`src/rtl/cnn1d_pkg.sv`:
```
// Shared types and defaults for the 1-D CNN pipeline blocks.
package cnn1d_pkg;

  // Default geometry of the global-average-pool drain path.
  localparam int GAVG_DATA_WIDTH_DEF = 12;
  localparam int GAVG_NUM_POOLS_DEF  = 32;

  // Serialiser control state: waiting for a channel set, or replaying it.
  typedef enum logic {
    IDLE  = 1'b0,
    DRAIN = 1'b1
  } gavgpool_ser_state_t;

endpackage : cnn1d_pkg

```
`src/rtl/gavgpool_serialiser.sv`:
```
// Global-average-pool drain controller: captures all pooled channel values in
// one upstream handshake, then replays them one channel per beat onto a single
// serial stream tagged with channel index and a last flag.
//
// Handshake rules (both sides): a transfer happens on a rising clk edge where
// valid and ready are both 1. A producer holding valid=1 keeps its data stable
// until that transfer. Upstream counts as "valid" only when every per-channel
// valid bit is set; a partial set is never taken.
module gavgpool_serialiser
  import cnn1d_pkg::*;
#(
  parameter  int DATA_WIDTH = GAVG_DATA_WIDTH_DEF,
  parameter  int NUM_POOLS  = GAVG_NUM_POOLS_DEF,
  localparam int IDX_WIDTH  = $clog2(NUM_POOLS)
) (
  input  logic                      clk,
  input  logic                      rst,
  output logic                      ser_ready_in,
  input  logic [NUM_POOLS-1:0]      ser_valid_in,
  input  logic [DATA_WIDTH-1:0]     ser_data_in [0:NUM_POOLS-1],
  input  logic                      ser_ready_out,
  output logic                      ser_valid_out,
  output logic [DATA_WIDTH-1:0]     ser_data_out,
  output logic [IDX_WIDTH-1:0]      ser_index_out,
  output logic                      ser_last_out,
  output gavgpool_ser_state_t       ser_dbg_state_out
);

  localparam logic [IDX_WIDTH-1:0] LAST_IDX = IDX_WIDTH'(NUM_POOLS - 1);

  gavgpool_ser_state_t         state_q, state_d;
  logic [IDX_WIDTH-1:0]        idx_q, idx_d;
  logic                        ready_q, ready_d;
  logic [DATA_WIDTH-1:0]       bank_q [0:NUM_POOLS-1];
  logic                        capture;
  logic                        at_last;

  assign at_last = (idx_q == LAST_IDX);

  // Next-state logic: capture a full channel set in IDLE, step the index on
  // every accepted beat in DRAIN, and fall back to IDLE after the last beat.
  always_comb begin
    state_d = state_q;
    idx_d   = idx_q;
    capture = 1'b0;
    case (state_q)
      IDLE: begin
        if (ready_q && (&ser_valid_in)) begin
          capture = 1'b1;
          idx_d   = '0;
          state_d = DRAIN;
        end
      end
      DRAIN: begin
        if (ser_ready_out) begin
          if (at_last) begin
            idx_d   = '0;
            state_d = IDLE;
          end else begin
            idx_d = idx_q + 1'b1;
          end
        end
      end
      default: begin
        state_d = IDLE;
        idx_d   = '0;
      end
    endcase
    // Registered so the upstream ready has no path from any input.
    ready_d = (state_d == IDLE);
  end

  // State, index and upstream-ready registers.
  always_ff @(posedge clk or negedge rst) begin
    if (!rst) begin
      state_q <= IDLE;
      idx_q   <= '0;
      ready_q <= 1'b0;
    end else begin
      state_q <= state_d;
      idx_q   <= idx_d;
      ready_q <= ready_d;
    end
  end

  // Channel register bank: written only on capture, so it is never disturbed
  // while a frame is draining.
  always_ff @(posedge clk or negedge rst) begin
    if (!rst) begin
      for (int i = 0; i < NUM_POOLS; i++) begin
        bank_q[i] <= '0;
      end
    end else if (capture) begin
      for (int i = 0; i < NUM_POOLS; i++) begin
        bank_q[i] <= ser_data_in[i];
      end
    end
  end

  // Serial outputs are decoded from registered state only; data and flags are
  // forced to zero outside DRAIN so the idle bus is quiet.
  always_comb begin
    ser_valid_out = (state_q == DRAIN);
    ser_data_out  = '0;
    ser_last_out  = 1'b0;
    if (state_q == DRAIN) begin
      ser_data_out = bank_q[idx_q];
      ser_last_out = at_last;
    end
  end

  assign ser_index_out     = idx_q;
  assign ser_ready_in      = ready_q;
  assign ser_dbg_state_out = state_q;

endmodule : gavgpool_serialiser

```
`config.mk`:
```
export PLATFORM = sky130hd
export DESIGN_NAME = gavgpool_serialiser
export DESIGN_NICKNAME = d
export VERILOG_FILES = /design/src/rtl/cnn1d_pkg.sv /design/src/rtl/gavgpool_serialiser.sv
export SDC_FILE = /design/constraint.sdc
export NUM_CORES = 1
export LEC_CHECK = 0
export BUFFER_PORTS_ARGS = -buffer_cell sky130_fd_sc_hd__buf_2
export CAP_MARGIN = 20
export CORE_ASPECT_RATIO = 0.9
export CORE_MARGIN = 2
export CORE_UTILIZATION = 49
export DETAILED_ROUTE_END_ITERATION = 8
export PLACE_DENSITY_LB_ADDON = 0.1
export RECOVER_POWER = 25
export SETUP_SLACK_MARGIN = 0.1
export SKIP_LAST_GASP = 1
export SLEW_MARGIN = 20
export SYNTH_ARGS = -nofsm -noshare
export SYNTH_HDL_FRONTEND = slang
export SYNTH_SLANG_ARGS = --single-unit
```
`constraint.sdc`:
```
create_clock -name clk -period 1.9 [get_ports clk]
set_clock_uncertainty 0.1 [all_clocks]
set_input_delay 0.285 -clock clk [delete_from_list [all_inputs] [get_ports clk]]
set_output_delay 0.285 -clock clk [all_outputs]
set_load 0.03 [all_outputs]
```
Yosys cells after proc, flatten, opt, wreduce, memory -nomap -nowiden
Cells that the tools add are included.
{"block": "op_classes", "addsub": 1, "n_lt_le_gt_ge": 1, "eq_ne": 3, "n_mux": 14, "bitwise_logic": 3, "n_reduce_logical": 3}
{"op": "$bmux W12 S5", "n": 1}
{"op": "$mux W12", "n": 3}
{"op": "$reduce_and A32 Y1", "n": 1}
{"op": "$mux W5", "n": 3}
{"op": "$pmux W5 S2", "n": 1}
{"op": "$ge A6 B6 Y1 const B", "n": 1}
{"op": "$not A5 Y6", "n": 1}
{"op": "$add A5 B1 Y5 const B", "n": 1}
{"op": "$eq A5 B5 Y1 const B", "n": 1}
{"op": "$mux W1", "n": 5}
{"op": "$ne A2 B2 Y1 const B", "n": 2}
{"op": "$not A1 Y1", "n": 2}
{"op": "$pmux W1 S2", "n": 1}
{"op": "$reduce_and A2 Y1", "n": 1}
{"op": "$logic_and A1 B1 Y1", "n": 1}
{"block": "word_totals", "regBits": 391, "input_bits": 419, "out_inout_bits": 21, "word_cells": 60}

Depth between registers and ports, before layout
Gate-level depths: netlist of run 1.
{"block": "logic_depth", "depth_word": 5, "depth_mapped": 9, "ltp_nobuf": 7}

Worst setup path before layout of run 1
No wires, ideal clock.
{"block": "synth_timing", "path_type": "reg-to-output", "start": "register idx_q[1], in the netlist ser_index_out[1]", "end": "output ser_data_out[0]", "t_arrival_ns": 2.276, "t_required_ns": 1.515, "setup_slack_ns": -0.761, "path_stages_with_launch": 9, "cell_sequence": "dfrtp_1 -> buf_4 -> buf_4 -> buf_4 -> nor2_1 -> clkbuf_1 -> a221oi_1 -> o21ai_0 -> a31oi_1"}
{"block": "synth_via", "elab_chain_len": 5}
{"element": "start: declaration", "line_no": "gavgpool_serialiser.sv:32", "source": "logic [IDX_WIDTH-1:0] idx_q, idx_d;"}
{"element": "start signal: assignment", "line_no": "gavgpool_serialiser.sv:81", "source": "idx_q <= idx_d;"}
{"element": "$not A5 Y6 (not written as such)", "line_no": "gavgpool_serialiser.sv:107", "source": "ser_data_out = bank_q[idx_q];"}
{"element": "$bmux W12 S5", "line_no": "gavgpool_serialiser.sv:107"}
{"element": "$mux W12 (not written as such) (2 in a row)", "line_no": "gavgpool_serialiser.sv:107"}
{"element": "$mux W12", "line_no": "gavgpool_serialiser.sv:106", "source": "if (state_q == DRAIN) begin"}
{"element": "end: declaration", "line_no": "gavgpool_serialiser.sv:23", "source": "output logic [DATA_WIDTH-1:0] ser_data_out,"}
No other way between the ends. The select of a mux whose other input is x is not followed.

Worst setup path in the final report of run 1
{"block": "layout_timing", "start": "register idx_q[0], in the netlist ser_index_out[0]", "end": "output ser_data_out[5]"}
Same word-level chain as after synthesis.

==> run_results.csv, run 1 <==
group,metric,value,unit
outcome,run_status,"finished, violations left",
outcome,failed_checks,"negative setup slack",
synthesis,syn_nets,1521,
power_and_ir_drop,p_int,14.2,mW
setup_path,worstSetupEndpointType,"output pin",
route,drc,0,
clock_tree,root_buffer,"clkbuf_16",
sta,drv_slew,0,
clock_tree,clkLatencyLatePin,0.55,ns
synthesis,synth_area,19000,sq um
min_path,min-delay-path-class,"input port to async pin",
route,routed_wl,70800,um
synthesis,yosysSeqAreaShare,51.5,%
route,wl_per_cell,26.7,um
route,drtAntennaViolNets,0,
layout,drive_gt1_share,60.6,%
setup_path,start_kind,"register",
layout,finalNonFillerCells,2652,
sta,holdWs,0.276,ns
setup_path,crit_arrival,2.60,ns
placed_design,port-buffer-count,439,
synthesis,synth_most_common_cell,"dfrtp_1",
die,die_y,191,um
power_and_ir_drop,clockPowerShare,46.9,%
synthesis,synthArstFlopShare,100,%
route,dr.pass1.iters,5,
setup_path,crit_path_max_incr_delay,0.51,ns
power_and_ir_drop,p_per_area,596,nW/um^2
grt,grt_use_total,35.4,%
placed_design,hpwl,40800,um
die,die_x,212,um
sta,max-slew-margin-rel,45.4,%
route,vias,14700,
power_and_ir_drop,seq_power_share,45.2,%
power_and_ir_drop,combPwrFrac,7.9,%
power_and_ir_drop,irDropWorstVdd,0.000575,V
sta,finalCritPeriodShare,157,%
synthesis,synth_top_cell_area_share,51.5,%
sta,period_minus_slack,2.98,ns
synthesis,yosys-top-cells-count,"dfrtp_1, mux2_4, mux2_2",
setup_path,crit_fanout,12,
route,vias_per_cell,5.53,
layout,final_nets,2545,
layout,fillers,1998,
die,initial_core_util,49.6,%
synthesis,syn_inst,1100,
synthesis,postSynthAreaPerCell,17.3,sq um
power_and_ir_drop,total_power,18.4,mW
clock_tree,clk_pin_slew,0.06,ns
setup_path,worstReg2RegEnd,"ser_index_out[2]",
placed_design,dp.cells,2098,
grt,overflow,0,
grt,grt_max_degree,79,
synthesis,synth.distinct_cells,36,
die,design.core.area,38300,sq um
sta,rsz0062_at_grt,"yes",
sta,setup_violations,450,
layout,final_util,80.6,%
placed_design,gp_congestion,0.841,
setup_path,crit_slowest_cell,"mux4_2",
sta,fmaxAchievable,0.335,GHz
grt,grt_pass1_vias,16700,
run,maxCapViolCount,0,
synthesis,synthFlopType,"dfrtp_1",
synthesis,synth_warnings,0,
setup_path,required,1.51,ns
clock_tree,cts_buffers,42,
synthesis,synth_seq_cells,391,
sta,setup_ws,-1.08,ns
clock_tree,htree_levels,2,
setup_path,crit_type,"register to output pin",
setup_path,rrSetupSlack,-0.39,ns
setup_path,rr_worst_depth,10,
die,row_count,68,
placed_design,dp_slack,-0.720,ns
grt,grt_pass1_wl,104000,um
clock_tree,cts.path.max_buffers,3,
synthesis,synth-edff-count,0,
route,drt-met1-wl,28200,um
power_and_ir_drop,cellLeakagePower,15.8,nW
synthesis,yosysTopAreaCell,"dfrtp_1",
route,top_layer_used,"met4",
clock_tree,cts_sinks,391,
setup_path,crit_chain,"clkbuf_16, mux4_2, mux2_4, o221ai_4, a31oi_4, buf_6",
setup_path,crit_start,"ser_index_out[0]",
route,drt_iter0_markers,866,
clock_tree,cts_tree,"done",
setup_path,worstReg2RegStart,"ser_ready_in",
power_and_ir_drop,swShare,22.7,%
route,wl_met2,35600,um
power_and_ir_drop,p_switching,4.18,mW
sta,worst_slew_pin_slew,0.820,ns
die,pin_count,440,
die,die-area,40400,sq um
sta,hold_viol_final,0,
layout,area_growth,62.4,%
synthesis,synth_top_cells_by_area,"dfrtp_1, mux2_4, mux4_2, mux2_2, buf_6",
route,wl_met3,4090,um
grt,grt_antenna_before_repair,3,
[power by group through the flow]
| stage | Clock [mW] | Sequential [mW] | Combinational (mW) |
|---|---|---|---|
| global placement | 0 | 8.48 | 0.776 |
| detailed placement | 0 | 8.48 | 0.776 |
| finish | 8.64 | 8.32 | 1.45 |
| floorplan | 0 | 8.48 | 0.0235 |
| global route | 9.09 | 8.32 | 1.53 |
| CTS | 8.65 | 8.32 | 1.40 |
[critical path: cells and delay by family (launching register included)]
family	cells	cell delay, ns
multiplexers	2	0.82
AO/OA/AOI/OAI	2	0.33
buffers and inverters	2	0.40
flip-flops	1	0.49
[registers in the layout, indices dropped and copies added, names as in the netlist]
signal	cells
ser_index_out	5
ser_dbg_state_out	1
bank_q	384
ser_ready_in	1
[worst max-delay path by stage]
stage | to | cells past startpoint
global route | ser_data_out[6] | 6
global placement | ser_data_out[10] | 7
detailed placement | ser_data_out[10] | 7
floorplan | ser_data_out[10] | 4
finish | ser_data_out[5] | 6
CTS | ser_data_out[5] | 7
[cell families after synthesis]
kind of cell | synth area share, %
fa+ha+maj | 0.132
buf+inv | 3.32
simple gates | 1.09
mux | 41.4
xor+xnor | 0.0922
compound gates | 2.51
flops | 51.5
[stage by stage]
stage	cell area (sq um)	setup TNS (ns)
after floorplan	19700	-37.20
after global placement	23300	-45.49
after detailed placement	23300	-65.26
after CTS	31200	-115.63
after global routing	30900	-194.67
final	30900	-137.57
[metal layers]
metal | vias up | global-route usage [%]
met5 | - | 0
met3 | 171 | 5.96
met2 | 612 | 60.7
met1 | 7631 | 45.0
met4 | 0 | 13.7
li1 | 6259 | -
[what timing repair did]
| action | 4_1_cts | 5_1_grt |
|---|---|---|
| gates resized for setup | 152 | 44 |
| cloned | 52 | 3 |
| setup buffers | 51 | 13 |
| hold buffers | 386 | 0 |
| endpoints found under the setup margin | 407 | 411 |
| endpoints found under the hold margin | 661 | 0 |
| pin swaps | 10 | 15 |
[cells in the final DEF (no fill, tap or decap), types with 12 or more instances in the layout]
master / instances
clkbuf_16: 48
a31oi_4: 12
a22oi_2: 12
mux4_2: 84
buf_16: 42
buf_6: 21
mux2_2: 82
mux2_4: 326
buf_12: 65
mux2i_1: 25
buf_4: 109
dfrtp_1: 387
dlygate4sd3_1: 386
buf_2: 418
[cell type report]
type,count,area (sq um),area share (%)
Inverter,2,7.51,0.0243
Antenna cell,4,10.0,0.0324
Timing Repair Buffer,1062,9750,31.6
Tap cell,490,613,1.99
Clock buffer,60,1290,4.19
Clock inverter,18,159,0.515
Multi-Input combinational cell,625,9240,29.9
Sequential cell,391,9790,31.7
No activity file was read; power rests on OpenSTA's default activity.
==> inputs of run 2 (changes only) <==
--- a/config.mk
+++ b/config.mk
@@ -12,7 +12,7 @@
 export CORE_UTILIZATION = 49
 export DETAILED_ROUTE_END_ITERATION = 8
 export PLACE_DENSITY_LB_ADDON = 0.1
-export RECOVER_POWER = 25
+export RECOVER_POWER = 100
 export SETUP_SLACK_MARGIN = 0.1
 export SKIP_LAST_GASP = 1
 export SLEW_MARGIN = 20
==> run 2 against run 1 <==
  * The flow still finishes with violations (negative setup slack)
  * First-iteration DRC count increased by 1.8%
  * Final cell count unchanged
  * Core utilization decreased by 0.088 points
  * Routed wire length increased by 0.15%
  * Hold slack got worse by 0.022 ns
  * Global-route usage unchanged
  * Die area unchanged
  * Power about the same
==> run_results.csv, run 2 (synthesis results as in run 1) <==
group,metric,value,unit
power_and_ir_drop,total_power,18.4,mW
power_and_ir_drop,p_per_area,597,nW/um^2
clock_tree,htree_levels,2,
sta,setup_ws,-1.08,ns
layout,area_growth,62.3,%
layout,mostFrequentLayoutCells,"buf_2, dfrtp_1, dlygate4sd3_1",
sta,hold_viol_final,0,
sta,finalCritPeriodShare,157,%
outcome,run_status,"finished, violations left",
power_and_ir_drop,p_switching,4.19,mW
setup_path,worstSetupEndpointType,"output pin",
sta,fmaxAchievable,0.336,GHz
layout,final_nets,2545,
grt,grt_max_degree,79,
layout,fillers,2002,
sta,max-slew-margin-rel,49.2,%
clock_tree,cts_buffers,42,
route,drc,0,
grt,grt_antenna_before_repair,3,
grt,grt_pass1_wl,104000,um
clock_tree,clk_pin_slew,0.06,ns
placed_design,port-buffer-count,439,
sta,drv_slew,0,
setup_path,rr_worst_depth,10,
grt,grt_pass1_vias,16700,
clock_tree,cts_sinks,391,
sta,worst_slew_pin_slew,0.762,ns
sta,setup_violations,406,
route,dr.pass1.iters,5,
route,drt_iter0_markers,882,
layout,largest_reg_flops,384,
route,routed_wl,70900,um
grt,overflow,0,
die,initial_core_util,49.6,%
setup_path,start_kind,"register",
route,vias_per_cell,5.55,
route,wl_per_cell,26.7,um
setup_path,rrSetupSlack,-0.41,ns
power_and_ir_drop,p_int,14.2,mW
setup_path,crit_path_max_incr_delay,0.51,ns
sta,rsz0062_at_grt,"yes",
power_and_ir_drop,seq_power_share,45.2,%
layout,final_common_cell,"buf_2",
setup_path,crit_arrival,2.59,ns
power_and_ir_drop,irDropWorstVdd,0.000576,V
layout,drive_gt1_share,60.5,%
setup_path,crit_chain,"clkbuf_16, mux4_2, mux2_2, o221ai_4, a31oi_4, buf_6",
route,vias,14700,
clock_tree,cts.path.max_buffers,3,
setup_path,crit_slowest_cell,"mux4_2",
setup_path,crit_fanout,12,
die,design.core.area,38300,sq um
die,die_x,212,um
layout,largest_register,"bank_q",
die,pin_count,440,
power_and_ir_drop,swShare,22.7,%
outcome,failed_checks,"negative setup slack",
layout,post-route-cell-area,30800,sq um
power_and_ir_drop,clockPowerShare,47.0,%
die,die-area,40400,sq um
die,row_count,68,
placed_design,hpwl,40800,um
clock_tree,cts_tree,"done",
die,die_y,191,um
min_path,min-delay-path-class,"input port to async pin",
layout,final_util,80.5,%
sta,period_minus_slack,2.98,ns
placed_design,gp_congestion,0.841,
placed_design,placed_area,23300,sq um
setup_path,required,1.51,ns
clock_tree,root_buffer,"clkbuf_16",
power_and_ir_drop,cellLeakagePower,15.8,nW
clock_tree,clkLatencyLatePin,0.55,ns
power_and_ir_drop,combPwrFrac,7.8,%
route,drtAntennaViolNets,0,
setup_path,crit_type,"register to output pin",
placed_design,dp_slack,-0.720,ns
run,maxCapViolCount,0,
grt,grt_use_total,35.4,%
[run 2: changes by cell type in the layout (fill, tap and decap cells not counted)]
cell and change:
buf_4 -2, clkbuf_2 +1, dfrtp_1 +1, clkbuf_1 +1, dfrtp_2 -1, buf_6 +3, buf_12 -3
[run 2: path summary, 6_finish.rpt]
check | from | endpoint
worst max-delay path | ser_index_out[0] | ser_data_out[0]
worst min-delay path | rst | bank_q[202]
worst max register to register | ser_ready_in | ser_index_out[2]
worst min register to register | bank_q[103] | bank_q[103]
max in group asynchronous | rst | bank_q[152]
min in group clk | ser_valid_in[22] | ser_index_out[0]
[run 2: power by group through the flow]
stage               Combinational [mW]  Clock, mW  Sequential [mW]
finish                            1.44       8.64             8.32
global route                      1.53       9.09             8.32
CTS                               1.40       8.65             8.32
detailed placement               0.776          0             8.48
global placement                 0.776          0             8.48
floorplan                       0.0235          0             8.48
[run 2: what timing repair did]
| item | in CTS | in global routing |
|---|---|---|
| pin swaps | 10 | 15 |
| gates cloned | 52 | 3 |
| setup buffers | 51 | 13 |
| resized for setup | 152 | 44 |
| hold buffers | 386 | 0 |
| endpoints found under the hold margin | 661 | 0 |
| endpoints found under the setup margin | 407 | 411 |
[run 2: final cells by class]
class                           instances  area, sq um  area share, %
Inverter                                2         7.51         0.0243
Tap cell                              490          613           1.99
Clock inverter                         18          159          0.515
Antenna cell                            4         10.0         0.0325
Timing Repair Buffer                 1062         9720           31.5
Clock buffer                           60         1290           4.19
Sequential cell                       391         9790           31.8
Multi-Input combinational cell        625         9240           30.0
[run 2: metrics by stage]
step | hold WS [ns] | std cells | setup TNS (ns)
after detailed placement | 0.0616 | 2098 | -65.26
after floorplan | -0.111 | 1100 | -37.20
after global routing | 0.284 | 2651 | -191.91
after CTS | 0.0741 | 2665 | -115.63
after global placement | 0.0627 | 2098 | -45.49
final | 0.254 | 2652 | -141.17
[run 2: per-layer routing]
metal	routed length, um	part of all wire (%)	GRT usage (%)	vias up
li1	-	-	-	6255
met1	28300	40	45.0	7673
met2	35700	50	60.7	611
met3	4010	5.7	5.96	173
met4	2860	4.0	13.7	0
met5	0	0	0	-
[run 2: critical path: cells and delay by family, from the launching register on]
kind	cells	cell delay, ns
mux	2	0.85
flops	1	0.49
compound gates	2	0.30
buf+inv	2	0.40
==> inputs of run 3 (changes only) <==
--- a/config.mk
+++ b/config.mk
@@ -15,7 +15,7 @@
 export RECOVER_POWER = 100
 export SETUP_SLACK_MARGIN = 0.1
 export SKIP_LAST_GASP = 1
-export SLEW_MARGIN = 20
+export SLEW_MARGIN = 25
 export SYNTH_ARGS = -nofsm -noshare
 export SYNTH_HDL_FRONTEND = slang
 export SYNTH_SLANG_ARGS = --single-unit
==> constraint.sdc (replaced) <==
create_clock -name clk -period 2.6 [get_ports clk]
set_clock_uncertainty 0.1 [all_clocks]
set_input_delay 0.39 -clock clk [delete_from_list [all_inputs] [get_ports clk]]
set_output_delay 0.39 -clock clk [all_outputs]
set_load 0.03 [all_outputs]
==> run 3 against run 2 <==
  * The flow finishes with violations (max-capacitance violations, max-slew violations, negative setup slack)
  * Via count fell by 10%
  * Sequential cell count did not move
  * Sequential share of layout area rose by 3.8 points
  * Die area did not move
  * Power fell by 28%
  * Global-route usage fell by 5.9 points
  * Core utilization fell by 8.6 points
  * Final cell count fell by 6.8%
  * Design area fell by 11%
  * Critical path depth rose by 2
  * Critical endpoint is now ser_data_out[4]
==> run_results.csv, run 3 (synthesis results as in run 1) <==
group,metric,value,unit
clock_tree,clk_pin_slew,0.06,ns
layout,final_common_cell,"buf_2",
route,vias,13200,
grt,grt_pass1_wl,88100,um
grt,grt_max_degree,74,
clock_tree,htree_levels,2,
route,drtAntennaViolNets,0,
clock_tree,cts_buffers,42,
die,die_x,212,um
layout,finalNonFillerCells,2472,
clock_tree,cts.path.max_buffers,3,
die,die_y,191,um
grt,grt_pass1_vias,14600,
layout,largest_reg_flops,384,
sta,rsz0062_at_grt,"yes",
sta,worst_slew_pin_slew,1.67,ns
sta,fmaxAchievable,0.313,GHz
layout,mostFrequentLayoutCells,"buf_2, dfrtp_1, dlygate4sd3_1",
setup_path,worstSetupEndpointType,"output pin",
sta,max-slew-margin-rel,-11.1,%
die,initial_core_util,49.6,%
power_and_ir_drop,irDropWorstVdd,0.000373,V
route,drt_iter0_markers,815,
layout,area_growth,44.8,%
die,row_count,68,
setup_path,crit_type,"register to output pin",
layout,drive_gt1_share,55.4,%
run,maxCapViolCount,1,
sta,drv_slew,61,
layout,final_util,71.9,%
die,design.core.area,38300,sq um
route,wl_per_cell,24.0,um
power_and_ir_drop,cellLeakagePower,14.1,nW
die,pin_count,440,
outcome,run_status,"finished, violations left",
route,dr.pass1.iters,5,
grt,overflow,0,
route,vias_per_cell,5.36,
setup_path,crit_fanout,7,
setup_path,required,2.11,ns
setup_path,crit_arrival,2.70,ns
placed_design,dp.cells,2023,
placed_design,gp_congestion,0.834,
setup_path,crit_chain,"buf_12, buf_16, mux4_2, mux2_4, o221ai_4, buf_6, a31oi_4, buf_6",
sta,setup_violations,164,
placed_design,hpwl,38500,um
layout,final_nets,2366,
sta,fin_tns_setup,-21.36,ns
sta,period_minus_slack,3.19,ns
route,routed_wl,59300,um
grt,grt_antenna_before_repair,4,
clock_tree,cts_tree,"done",
route,drc,0,
layout,largest_register,"bank_q",
placed_design,port-buffer-count,439,
outcome,failed_checks,"max-capacitance violations, max-slew violations, negative setup slack",
placed_design,dp_slack,-0.0654,ns
power_and_ir_drop,p_per_area,483,nW/um^2
setup_path,cp_common_cell,"buf_6",
setup_path,start_kind,"register",
min_path,min-delay-path-class,"input port to register",
power_and_ir_drop,total_power,13.3,mW
clock_tree,cts_sinks,391,
clock_tree,root_buffer,"clkbuf_16",
clock_tree,clkLatencyLatePin,0.55,ns
grt,grt_use_total,29.5,%
setup_path,crit_path_max_incr_delay,0.56,ns
sta,setup_ws,-0.592,ns
sta,hold_viol_final,0,
sta,finalCritPeriodShare,123,%
setup_path,crit_slowest_cell,"mux4_2",
die,die-area,40400,sq um
## run 3: changes by cell type in the layout (fill, tap and decap cells not counted), moves of 24 or more
| cell | before | now |
|---|---|---|
| buf_12 | 62 | 18 |
| buf_16 | 42 | 6 |
| mux2_1 | 0 | 24 |
| mux2_4 | 326 | 291 |
| dlygate4sd3_1 | 386 | 357 |
| buf_4 | 107 | 48 |
## run 3: power breakdown
part / switching (mW) / internal (mW) / total [mW]
logic: 0.384 / 0.595 / 0.978
registers: 0.0000000855 / 6.08 / 6.08
clock network: 2.49 / 3.76 / 6.25
total: 2.87 / 10.4 / 13.3
## run 3: path summary, 6_finish.rpt
kind / to / start / slack, ns / cells after the start
setup / recovery: ser_data_out[4] / ser_index_out[1] / -0.59 / 8
hold / removal: bank_q[346] / ser_data_in[346] / 0.01 / 2
setup reg to reg: bank_q[318] / ser_ready_in / -0.14 / 6
hold reg to reg: bank_q[346] / bank_q[346] / 0.39 / 1
max in group asynchronous: bank_q[166] / rst / 0.15 / 3
min in group asynchronous: bank_q[301] / rst / 0.73 / 2
## run 3: metal layers
| metal | GRT usage [%] | part of all wire [%] |
|---|---|---|
| met2 | 47.5 | 48 |
| met3 | 5.01 | 5.0 |
| met4 | 12.2 | 4.3 |
| met5 | 0 | 0.015 |
| met1 | 39.9 | 43 |
## run 3: through the flow
step / area, sq um / hold slack, ns
2_1_floorplan: 19100 / -0.00559
3_5_place_dp: 22100 / 0.276
3_3_place_gp: 22100 / 0.276
6_report: 27500 / 0.0142
4_1_cts: 27500 / 0.00118
5_1_grt: 27500 / 0.00208
## run 3: cell type report
class / count / area, sq um
diodes: 5 / 12.5
clock buffers: 70 / 1400
clock inverters: 6 / 55.1
fillers: 2402 / 10800
inverters: 2 / 7.51
multi-input cells: 625 / 8760
flip-flops and latches: 391 / 9790
well taps: 490 / 613
repair buffers: 883 / 6890
## run 3: worst max-delay path, delay by kind of cell (launching register included)
| kind | cells | cell delay [ns] |
|---|---|---|
| muxes | 2 | 0.86 |
| AOI/OAI and AO/OA | 2 | 0.21 |
| buffers and inverters | 4 | 0.62 |
| DFF | 1 | 0.45 |
## run 3: what timing repair did
item                                    CTS  global route
cloned                                    4             1
endpoints found under the setup margin   13            13
buffers inserted                          4             2
hold endpoints to repair                402             4
pin swaps                                 3             0
hold buffers                            353             4
resized for setup                        57            18
